[src/rtl/basic_io_gen.sv]
// basic_io_gen: memory-mapped board I/O block.
//   clk, rst_n        : system clock, asynchronous active-low reset
//   addr, data_in, we : CPU local bus (we = 0 writes on the rising edge)
//   data_out          : combinational readback of the register at addr
//   sw, btn           : raw switches and buttons (synchronised, buttons debounced)
//   led               : LED drive, active-high
//   seg, dp, an       : multiplexed 7-segment display, all active-low, registered
module basic_io_gen #(
  parameter int unsigned NUM_DIGITS      = 4,
  parameter int unsigned DEBOUNCE_CYCLES = 16,
  parameter int unsigned SCAN_DIV        = 1024
) (
  input  logic                  clk,
  input  logic                  rst_n,
  input  logic [7:0]            addr,
  input  logic [7:0]            data_in,
  output logic [7:0]            data_out,
  input  logic                  we,
  input  logic [15:0]           sw,
  input  logic [4:0]            btn,
  output logic [15:0]           led,
  output logic [6:0]            seg,
  output logic                  dp,
  output logic [NUM_DIGITS-1:0] an
);

  localparam logic [7:0]            MaskValid = 8'((1 << NUM_DIGITS) - 1);
  localparam logic [NUM_DIGITS-1:0] AnReset   = ~(NUM_DIGITS'(1) << (NUM_DIGITS - 1));

  function automatic logic [6:0] hex_glyph(input logic [3:0] v);
    logic [6:0] g;
    case (v)
      4'h0: g = 7'b1000000;  4'h1: g = 7'b1111001;
      4'h2: g = 7'b0100100;  4'h3: g = 7'b0110000;
      4'h4: g = 7'b0011001;  4'h5: g = 7'b0010010;
      4'h6: g = 7'b0000010;  4'h7: g = 7'b1111000;
      4'h8: g = 7'b0000000;  4'h9: g = 7'b0010000;
      4'hA: g = 7'b0001000;  4'hB: g = 7'b0000011;
      4'hC: g = 7'b1000110;  4'hD: g = 7'b0100001;
      4'hE: g = 7'b0000110;  default: g = 7'b0001110;
    endcase
    return g;
  endfunction

  logic        wr_en;
  logic        dig_hit;
  logic [15:0] sw_s1_q, sw_s2_q;
  logic [4:0]  btn_s1_q, btn_s2_q;
  logic [4:0]  lvl_q, lvl_d;
  logic [15:0] db_cnt_q [5];
  logic [15:0] db_cnt_d [5];
  logic [4:0]  flags_q, flags_d, flag_clr;
  logic [15:0] led_q;
  logic [7:0]  dig_q [8];
  logic [1:0]  ctrl_q;   // bit0 hex_mode, bit1 blank
  logic [7:0]  mask_q;
  logic [15:0] scan_cnt_q, scan_cnt_d;
  logic [2:0]  idx_q, idx_d;
  logic [6:0]  seg_q, seg_d;
  logic        dp_q, dp_d;
  logic [NUM_DIGITS-1:0] an_q, an_d;

  assign wr_en   = ~we;
  assign dig_hit = (addr[7:3] == 5'b00100) && (32'(addr[2:0]) < NUM_DIGITS);

  // Debounce: a differing sample extends the run, an equal sample restarts it.
  always_comb begin
    for (int b = 0; b < 5; b++) begin
      lvl_d[b]    = lvl_q[b];
      db_cnt_d[b] = '0;
      if (btn_s2_q[b] != lvl_q[b]) begin
        if (db_cnt_q[b] == 16'(DEBOUNCE_CYCLES - 1)) begin
          lvl_d[b] = btn_s2_q[b];
        end else begin
          db_cnt_d[b] = db_cnt_q[b] + 16'd1;
        end
      end
    end
  end

  // Set has priority over a coincident write-1-to-clear.
  always_comb begin
    flag_clr = (wr_en && addr == 8'h03) ? data_in[4:0] : 5'b0;
    flags_d  = (flags_q & ~flag_clr) | (lvl_d & ~lvl_q);
  end

  always_comb begin
    scan_cnt_d = scan_cnt_q + 16'd1;
    idx_d      = idx_q;
    if (scan_cnt_q == 16'(SCAN_DIV - 1)) begin
      scan_cnt_d = '0;
      idx_d      = (idx_q == 3'(NUM_DIGITS - 1)) ? 3'd0 : idx_q + 3'd1;
    end
  end

  always_comb begin
    seg_d = ctrl_q[0] ? hex_glyph(dig_q[idx_q][3:0]) : dig_q[idx_q][6:0];
    dp_d  = ~(mask_q[idx_q] & ~ctrl_q[1]);
    for (int i = 0; i < int'(NUM_DIGITS); i++) begin
      // Digit 0 is leftmost, so it drives the top enable bit.
      an_d[i] = ctrl_q[1] || (i != int'(NUM_DIGITS) - 1 - int'(idx_q));
    end
  end

  always_comb begin
    data_out = '0;
    case (addr)
      8'h00:   data_out = sw_s2_q[7:0];
      8'h01:   data_out = sw_s2_q[15:8];
      8'h02:   data_out = {3'b000, lvl_q};
      8'h03:   data_out = {3'b000, flags_q};
      8'h10:   data_out = led_q[7:0];
      8'h11:   data_out = led_q[15:8];
      8'h30:   data_out = {6'b0, ctrl_q};
      8'h31:   data_out = mask_q;
      default: if (dig_hit) data_out = dig_q[addr[2:0]];
    endcase
  end

  always_ff @(posedge clk or negedge rst_n) begin
    if (!rst_n) begin
      sw_s1_q    <= '0;
      sw_s2_q    <= '0;
      btn_s1_q   <= '0;
      btn_s2_q   <= '0;
      lvl_q      <= '0;
      for (int b = 0; b < 5; b++) db_cnt_q[b] <= '0;
      flags_q    <= '0;
      led_q      <= '0;
      for (int i = 0; i < 8; i++) dig_q[i] <= 8'h3F;
      ctrl_q     <= '0;
      mask_q     <= '0;
      scan_cnt_q <= '0;
      idx_q      <= '0;
      seg_q      <= 7'h3F;
      dp_q       <= 1'b1;
      an_q       <= AnReset;
    end else begin
      sw_s1_q    <= sw;
      sw_s2_q    <= sw_s1_q;
      btn_s1_q   <= btn;
      btn_s2_q   <= btn_s1_q;
      lvl_q      <= lvl_d;
      for (int b = 0; b < 5; b++) db_cnt_q[b] <= db_cnt_d[b];
      flags_q    <= flags_d;
      scan_cnt_q <= scan_cnt_d;
      idx_q      <= idx_d;
      seg_q      <= seg_d;
      dp_q       <= dp_d;
      an_q       <= an_d;
      if (wr_en) begin
        if (addr == 8'h10) led_q[7:0]  <= data_in;
        if (addr == 8'h11) led_q[15:8] <= data_in;
        if (addr == 8'h30) ctrl_q      <= data_in[1:0];
        if (addr == 8'h31) mask_q      <= data_in & MaskValid;
        if (dig_hit)       dig_q[addr[2:0]] <= data_in;
      end
    end
  end

  assign led = led_q;
  assign seg = seg_q;
  assign dp  = dp_q;
  assign an  = an_q;

endmodule

[config.mk]
export PLATFORM = sky130hd
export DESIGN_NAME = basic_io_gen
export DESIGN_NICKNAME = d
export VERILOG_FILES = /design/src/rtl/basic_io_gen.sv
export SDC_FILE = /design/constraint.sdc
export NUM_CORES = 1
export LEC_CHECK = 0
export CAP_MARGIN = 20
export CORE_MARGIN = 1.5
export CORE_UTILIZATION = 50
export CTS_CLUSTER_SIZE = 30
export DETAILED_ROUTE_END_ITERATION = 10
export GPL_ROUTABILITY_DRIVEN = 0
export PLACE_DENSITY = 0.74
export SETUP_SLACK_MARGIN = 0.5
export SLEW_MARGIN = 20
export SYNTH_ARGS = -nofsm -noshare
export SYNTH_HDL_FRONTEND = slang
export SYNTH_SLANG_ARGS = --single-unit
[constraint.sdc]
create_clock -name clk -period 3.1 [get_ports clk]
set_input_delay 0.93 -clock clk [delete_from_list [all_inputs] [get_ports clk]]
set_output_delay 0.93 -clock clk [all_outputs]
set_load 0.02 [all_outputs]
==> flow_metrics.env, run 1 <==
export IMPL_status="complete, but fails checks"
export IMPL_violations="negative setup slack"
export IMPL_ys_ff_latch=245
export IMPL_power_switching_mw=1.54
export IMPL_ctsLongestPathBuffers=3
export IMPL_grt_start_max_net_pins=90
export IMPL_ir_worst_vdd_mv=0.491
export IMPL_design_area_um2=13500
export IMPL_routed_wl_um=23200
export IMPL_grt_pass1_wl_um=37900
export IMPL_yosysWarnings=0
export IMPL_wire_per_inst_um=17.8
export IMPL_htree_levels=1
export IMPL_die_area_um2=22400
export IMPL_synth_edff_count=0
export IMPL_hold_class="flop to flop"
export IMPL_synth_area_um2=10700
export IMPL_timing_hold_violations_final=0
export IMPL_drtAntennaViolNets=0
export IMPL_synth_top_family_by_area="simple AND/OR/NAND/NOR gates"
export IMPL_path_clk_slew_ns=0.06
export IMPL_synth_simple_area_share_pct=15.0
export IMPL_worstPathRequired_ns=2.17
export IMPL_io_buffers=75
export IMPL_combPwrFrac_pct=5.8
export IMPL_dr_pass1_iters=7
export IMPL_p_leak_nw=6.02
export IMPL_ys_async_sr_fraction_pct=100
export IMPL_path_cells="buf_12 -> buf_12 -> mux4_2 -> a221oi_4 -> nand3_2 -> buf_6"
export IMPL_relSlewSlack_pct=55.4
export IMPL_synthAdderAreaFrac_pct=1.86
export IMPL_track_usage_pct=21.7
export IMPL_slew_violations=0
export IMPL_clkPwrFrac_pct=46.1
export IMPL_via_per_inst=5.47
export IMPL_placed_area_um2=12200
export IMPL_first_iter_violations=373
export IMPL_internal_power_mw=5.40
export IMPL_fin_util_pct=64.0
export IMPL_std_cell_rows=53
export IMPL_synthMuxAreaShare_pct=12.7
export IMPL_critPathMostFrequentCell="buf_12"
export IMPL_die_w_um=150
export IMPL_synthCells=888
export IMPL_startpoint_type="input port"
export IMPL_cp_slowest_stage_delay_ns=0.53
export IMPL_setup_viol=8
export IMPL_start_util_pct=51.1
export IMPL_die_h_um=150
export IMPL_yosys_area_share_xor_xnor_pct=7.26
export IMPL_syn_avg_cell_area_um2=12.1
export IMPL_crit_path_max_fanout=7
export IMPL_antennaDiodeCount=0
export IMPL_num_vias=7111
export IMPL_postCtsHoldBufs=0
export IMPL_synth_seq_area_share_pct=57.8
export IMPL_finish_net_count=1060
export IMPL_switching_share_pct=22.2
export IMPL_syn2layout_area_growth_pct=25.3
export IMPL_regArea_um2=6200
export IMPL_hpwlAfterDp_um=15600
export IMPL_fmax_mhz=310
export IMPL_cts_made_buffers=27
export IMPL_synth_distinct_cells=48
export IMPL_skew_ns=0.0249
export IMPL_drc_errors=0
export IMPL_cpMaxStageDelayCell="mux4_2"
export IMPL_synth_ff_type="dfrtp_1"
export IMPL_power_density_nw_per_um2=516
export IMPL_fin_crit_sh_pct=104
export IMPL_layout_min_cycle_time_ns=3.22
export IMPL_antenna_found_initial=0
export IMPL_crit_arrival_ns=2.29
export IMPL_tightestPinTransition_ns=0.669
export IMPL_cts_tree="yes"
export IMPL_setup_worst_path_class="input port to output port"
export IMPL_p_seq_share_pct=48.2
export IMPL_fillers=1539
export IMPL_core_area_um2=21000
export IMPL_clockRootBuffer="clkbuf_16"
export IMPL_multi_input_area_um2=4570
export IMPL_reg2reg_slack_ns=0.73
export IMPL_clkLatencyLatePin_ns=0.54
export IMPL_synth_compound_area_share_pct=2.94
export IMPL_syn_nets=944
export IMPL_cap_violations=0
export IMPL_cp_end_kind="output port"
export IMPL_grt_overflow=0
export IMPL_rsz0062_at_grt="true"
export IMPL_drive_gt1_share_pct=29.9
export IMPL_pin_count=76
export IMPL_cts_sinks=245
export IMPL_setup_worst_path_start="addr[0]"
export IMPL_worstHoldStart="sw_s1_q[12]$_DFF_PN0_"
export IMPL_fin_ws_ns=-0.124
export IMPL_grt_pass1_vias=7236
export IMPL_timing_rr_start="idx_q[2]$_DFFE_PN0N_"
worst paths after layout:
check	end	depth (start not counted)
hold / removal	sw_s2_q[12]$_DFF_PN0_	0
setup / recovery	data_out[0]	6
max in group asynchronous	dig_q[19]$_DFFE_PN1P_	2
min in group asynchronous	db_cnt_q[25]$_DFF_PN0_	1
hold reg to reg	sw_s2_q[12]$_DFF_PN0_	0
setup reg to reg	seg[5]$_DFF_PN1_	7
what timing repair did:
item                                    CTS  global route
gates cloned                              1             0
resized for setup                       107            21
endpoints found under the setup margin   16            16
hold endpoints to repair                  0             0
pin swaps                                18            17
buffers inserted                         13             2
power by group through the flow:
stage | clock network, mW | logic [mW] | registers (mW)
2_1_floorplan | 0 | 0.139 | 3.40
3_3_place_gp | 0 | 0.374 | 3.40
3_5_place_dp | 0 | 0.379 | 3.40
4_1_cts | 3.28 | 0.401 | 3.34
5_1_grt | 3.42 | 0.437 | 3.35
6_report | 3.20 | 0.399 | 3.35
layout make-up:
cell class / count / area share, %
clock buffers: 36 / 5.50
clock inverters: 14 / 1.23
inverters: 14 / 0.428
multi-input cells: 578 / 34.0
flip-flops and latches: 245 / 46.1
well taps: 275 / 2.56
repair buffers: 138 / 10.2
per-stage QoR:
stage	worst slack [ns]	TNS [ns]	hold slack (ns)	power (mW)	instances
2_1_floorplan	0.226	0	0.331	3.54	888
6_report	-0.124	-0.730	0.347	6.95	1300
3_5_place_dp	-1.06	-8.93	0.335	3.78	1234
3_3_place_gp	-1.02	-8.25	0.332	3.77	1234
4_1_cts	-0.151	-0.793	0.348	7.02	1298
5_1_grt	-0.178	-1.03	0.349	7.21	1300
state kept, by name (all words and copies together) (netlist names):
register,count
btn_s1_q,5
flags_q,5
led,16
an,4
seg,7
ctrl_q,2
mask_q,4
sw_s1_q,16
scan_cnt_q,16
idx_q,3
db_cnt_q,80
dp,1
lvl_q,5
sw_s2_q,16
dig_q,60
btn_s2_q,5
cells by family (layout without fill, tap and decap cells):
family / count (synthesis) / in the layout
AOI/OAI and AO/OA: 43 / 43
xor gates and xnor gates: 89 / 89
adders and majority gates: 16 / 16
buffers and inverters: 65 / 202
DFF: 245 / 245
muxes: 97 / 97
and+or+nand+nor: 333 / 333
worst max-delay path: cells and delay by family:
| kind | cells | cell delay, ns |
|---|---|---|
| compound gates | 1 | 0.29 |
| buf+inv | 3 | 0.39 |
| mux | 1 | 0.53 |
| simple gates | 1 | 0.14 |
cells in the mapped netlist, drive strengths merged, types with 3 or more instances:
master,n,area (µm²)
clkbuf,42,158
nor2,109,409
and3,22,138
mux2i,9,93.8
or3,3,18.8
nor2b,3,18.8
a31oi,3,18.8
nand2,64,240
a21o,5,37.5
o21ai,5,25.0
nand4,21,131
ha,16,200
xnor2,31,272
xor2,58,508
dfrtp,187,4680
a22oi,7,52.6
a21oi,6,30.0
mux4,23,529
dfstp,58,1520
mux2,65,736
nor3,21,120
nor4b,3,26.3
nor4,19,134
a221oi,8,70.1
inv,14,52.6
and2,5,31.3
nor3b,7,52.6
buf,9,55.1
a222oi,3,30.0
nand3,50,250
placed cells by master, fill, tap and decap left out, drive strengths merged, types with 19 or more instances in the layout:
cell type      Yosys  layout
nor4              19      19
xnor2             31      31
nand4             21      21
dfrtp            187     187
nor3              21      21
xor2              58      58
clkbuf            42      38
clkdlybuf4s50      0      52
nand3             50      50
mux4              23      23
and3              22      22
dfstp             58      58
mux2              65      65
nor2             109     109
buf                9      77
nand2             64      64
per-layer routing:
layer | vias to the layer above | track usage [%] | part of all wire (%)
met5 | - | 0 | 0
met4 | 0 | 6.58 | 2.4
met3 | 41 | 3.11 | 4.5
met2 | 162 | 35.0 | 47
met1 | 3584 | 30.5 | 46
li1 | 3324 | - | -
No activity file was read; power rests on OpenSTA's default activity.
==> run 2, diff against run 1 <==
--- a/config.mk
+++ b/config.mk
@@ -11,7 +11,7 @@
 export CTS_CLUSTER_SIZE = 30
 export DETAILED_ROUTE_END_ITERATION = 10
 export GPL_ROUTABILITY_DRIVEN = 0
-export PLACE_DENSITY = 0.74
+export PLACE_DENSITY_LB_ADDON = 0.3
 export SETUP_SLACK_MARGIN = 0.5
 export SLEW_MARGIN = 20
 export SYNTH_ARGS = -nofsm -noshare
==> flow_metrics.env, run 2 (synthesis results as in run 1) <==
export IMPL_status="complete, but fails checks"
export IMPL_violations="negative setup slack"
export IMPL_layout_min_cycle_time_ns=3.18
export IMPL_reg2reg_slack_ns=0.72
export IMPL_num_vias=7060
export IMPL_worstPathRequired_ns=2.17
export IMPL_syn2layout_area_growth_pct=24.9
export IMPL_clockRootBuffer="clkbuf_16"
export IMPL_grt_start_max_net_pins=75
export IMPL_rsz0062_at_grt="true"
export IMPL_setup_worst_path_class="input port to output port"
export IMPL_whs_ns=0.343
export IMPL_antenna_found_initial=0
export IMPL_layout_cells_most_common_list="186 x dfrtp_1, 103 x nor2_1, 58 x xor2_1, 58 x dfstp_2, 56 x nand2_1"
export IMPL_cpMaxStageDelayCell="a221oi_2"
export IMPL_via_per_inst=5.44
export IMPL_grt_pass1_wl_um=37800
export IMPL_antennaDiodeCount=0
export IMPL_cp_end_kind="output port"
export IMPL_hold_class="flop to flop"
export IMPL_die_w_um=150
export IMPL_first_iter_violations=373
export IMPL_fin_ws_ns=-0.0766
export IMPL_p_leak_nw=6.03
export IMPL_die_area_um2=22400
export IMPL_fin_crit_sh_pct=102
export IMPL_die_h_um=150
export IMPL_htree_levels=1
export IMPL_slew_violations=0
export IMPL_cts_tree="yes"
export IMPL_hpwlAfterDp_um=15500
export IMPL_cap_violations=0
export IMPL_endpoint="data_out[1]"
export IMPL_clkLatencyLatePin_ns=0.53
export IMPL_postCtsHoldBufs=0
export IMPL_timing_hold_violations_final=0
export IMPL_start_util_pct=51.1
export IMPL_crit_arrival_ns=2.25
export IMPL_crit_path_max_fanout=6
export IMPL_ir_worst_vdd_mv=0.431
export IMPL_fin_util_pct=63.8
export IMPL_grt_overflow=0
export IMPL_std_cell_rows=53
export IMPL_fmax_mhz=315
export IMPL_relSlewSlack_pct=53.8
export IMPL_timing_rr_start="idx_q[0]$_DFFE_PN0N_"
export IMPL_grt_pass1_vias=7121
export IMPL_routed_wl_um=23200
export IMPL_path_clk_slew_ns=0.06
export IMPL_largest_register_ffs=80
export IMPL_finish_net_count=1059
export IMPL_setup_tns_ns=-0.354
export IMPL_setup_worst_path_start="addr[0]"
export IMPL_layout_commonest_cell="dfrtp_1"
export IMPL_startpoint_type="input port"
export IMPL_top_register="db_cnt_q"
export IMPL_cts_sinks=245
export IMPL_tightestPinTransition_ns=0.683
export IMPL_drc_errors=0
export IMPL_design_area_um2=13400
export IMPL_reg2reg_to="seg[5]$_DFF_PN1_"
export IMPL_drtAntennaViolNets=0
export IMPL_pin_count=76
export IMPL_cts_made_buffers=26
export IMPL_io_buffers=75
export IMPL_setup_viol=8
export IMPL_drive_gt1_share_pct=29.6
export IMPL_path_cells="buf_12 -> buf_16 -> buf_6 -> nor3b_1 -> buf_4 -> a22oi_2 -> nor2_2 -> a221oi_2 -> nand2_2 -> buf_6"
export IMPL_core_area_um2=21000
export IMPL_top_regs="db_cnt_q: 80 flops, dig_q: 60 flops"
export IMPL_skew_ns=0.0105
export IMPL_track_usage_pct=21.7
export IMPL_power_density_nw_per_um2=519
export IMPL_ctsLongestPathBuffers=3
export IMPL_placed_area_um2=12200
export IMPL_rr_worst_depth=8
export IMPL_critPathMostFrequentCell="buf_6"
export IMPL_dr_pass1_iters=4
export IMPL_wire_per_inst_um=17.9
export IMPL_cp_slowest_stage_delay_ns=0.21
[run 2: worst min-delay path by stage]
stage / from / endpoint / slack [ns] / depth (start not counted)
after global placement: sw_s1_q[7]$_DFF_PN0_ / sw_s2_q[7]$_DFF_PN0_ / 0.33 / 0
after global routing: sw_s1_q[0]$_DFF_PN0_ / sw_s2_q[0]$_DFF_PN0_ / 0.35 / 0
after floorplan: btn_s1_q[0]$_DFF_PN0_ / btn_s2_q[0]$_DFF_PN0_ / 0.33 / 0
after detailed placement: sw_s1_q[0]$_DFF_PN0_ / sw_s2_q[0]$_DFF_PN0_ / 0.34 / 0
final: sw_s1_q[7]$_DFF_PN0_ / sw_s2_q[7]$_DFF_PN0_ / 0.34 / 0
after CTS: sw_s1_q[0]$_DFF_PN0_ / sw_s2_q[0]$_DFF_PN0_ / 0.35 / 0
[run 2: layout make-up]
| cell class | instances | area, µm² |
|---|---|---|
| tap | 275 | 344 |
| inverter | 14 | 57.6 |
| multi-input combinational | 578 | 4540 |
| timing repair buffer | 138 | 1380 |
| clock inverter | 10 | 133 |
| sequential | 245 | 6200 |
| fill | 1553 | 7600 |
| clock buffer | 37 | 754 |
[run 2: through the flow]
step	power, mW	setup slack [ns]	std cells
global route	7.22	-0.127	1297
detailed placement	3.77	-0.998	1235
floorplan	3.54	0.226	888
CTS	7.02	-0.101	1293
global placement	3.77	-0.973	1235
finish	6.97	-0.0766	1297
[run 2: critical path, delay by kind of cell]
family	cells	cell delay (ns)
buffers and inverters	5	0.63
AOI/OAI and AO/OA	2	0.37
and+or+nand+nor	3	0.31
[run 2: report_power, final]
group          internal (mW)  leakage [nW]  switching, mW
clock                   1.94         0.424           1.28
sequential              3.29          3.08         0.0568
combinational          0.183          2.52          0.217
total                   5.41          6.03           1.56
[run 2: layer usage]
| layer | global-route usage (%) | routed length (µm) | vias up |
|---|---|---|---|
| met5 | 0 | 0 | - |
| li1 | - | - | 3333 |
| met1 | 31.3 | 10700 | 3533 |
| met4 | 6.93 | 582 | 0 |
| met3 | 3.32 | 1030 | 47 |
| met2 | 34.0 | 10900 | 147 |
[run 2: timing repair]
action,CTS,global route
pin swaps,20,12
endpoints found under the hold margin,0,0
cloned,1,0
setup endpoints to repair,13,18
buffers inserted,10,4
resized for setup,110,28
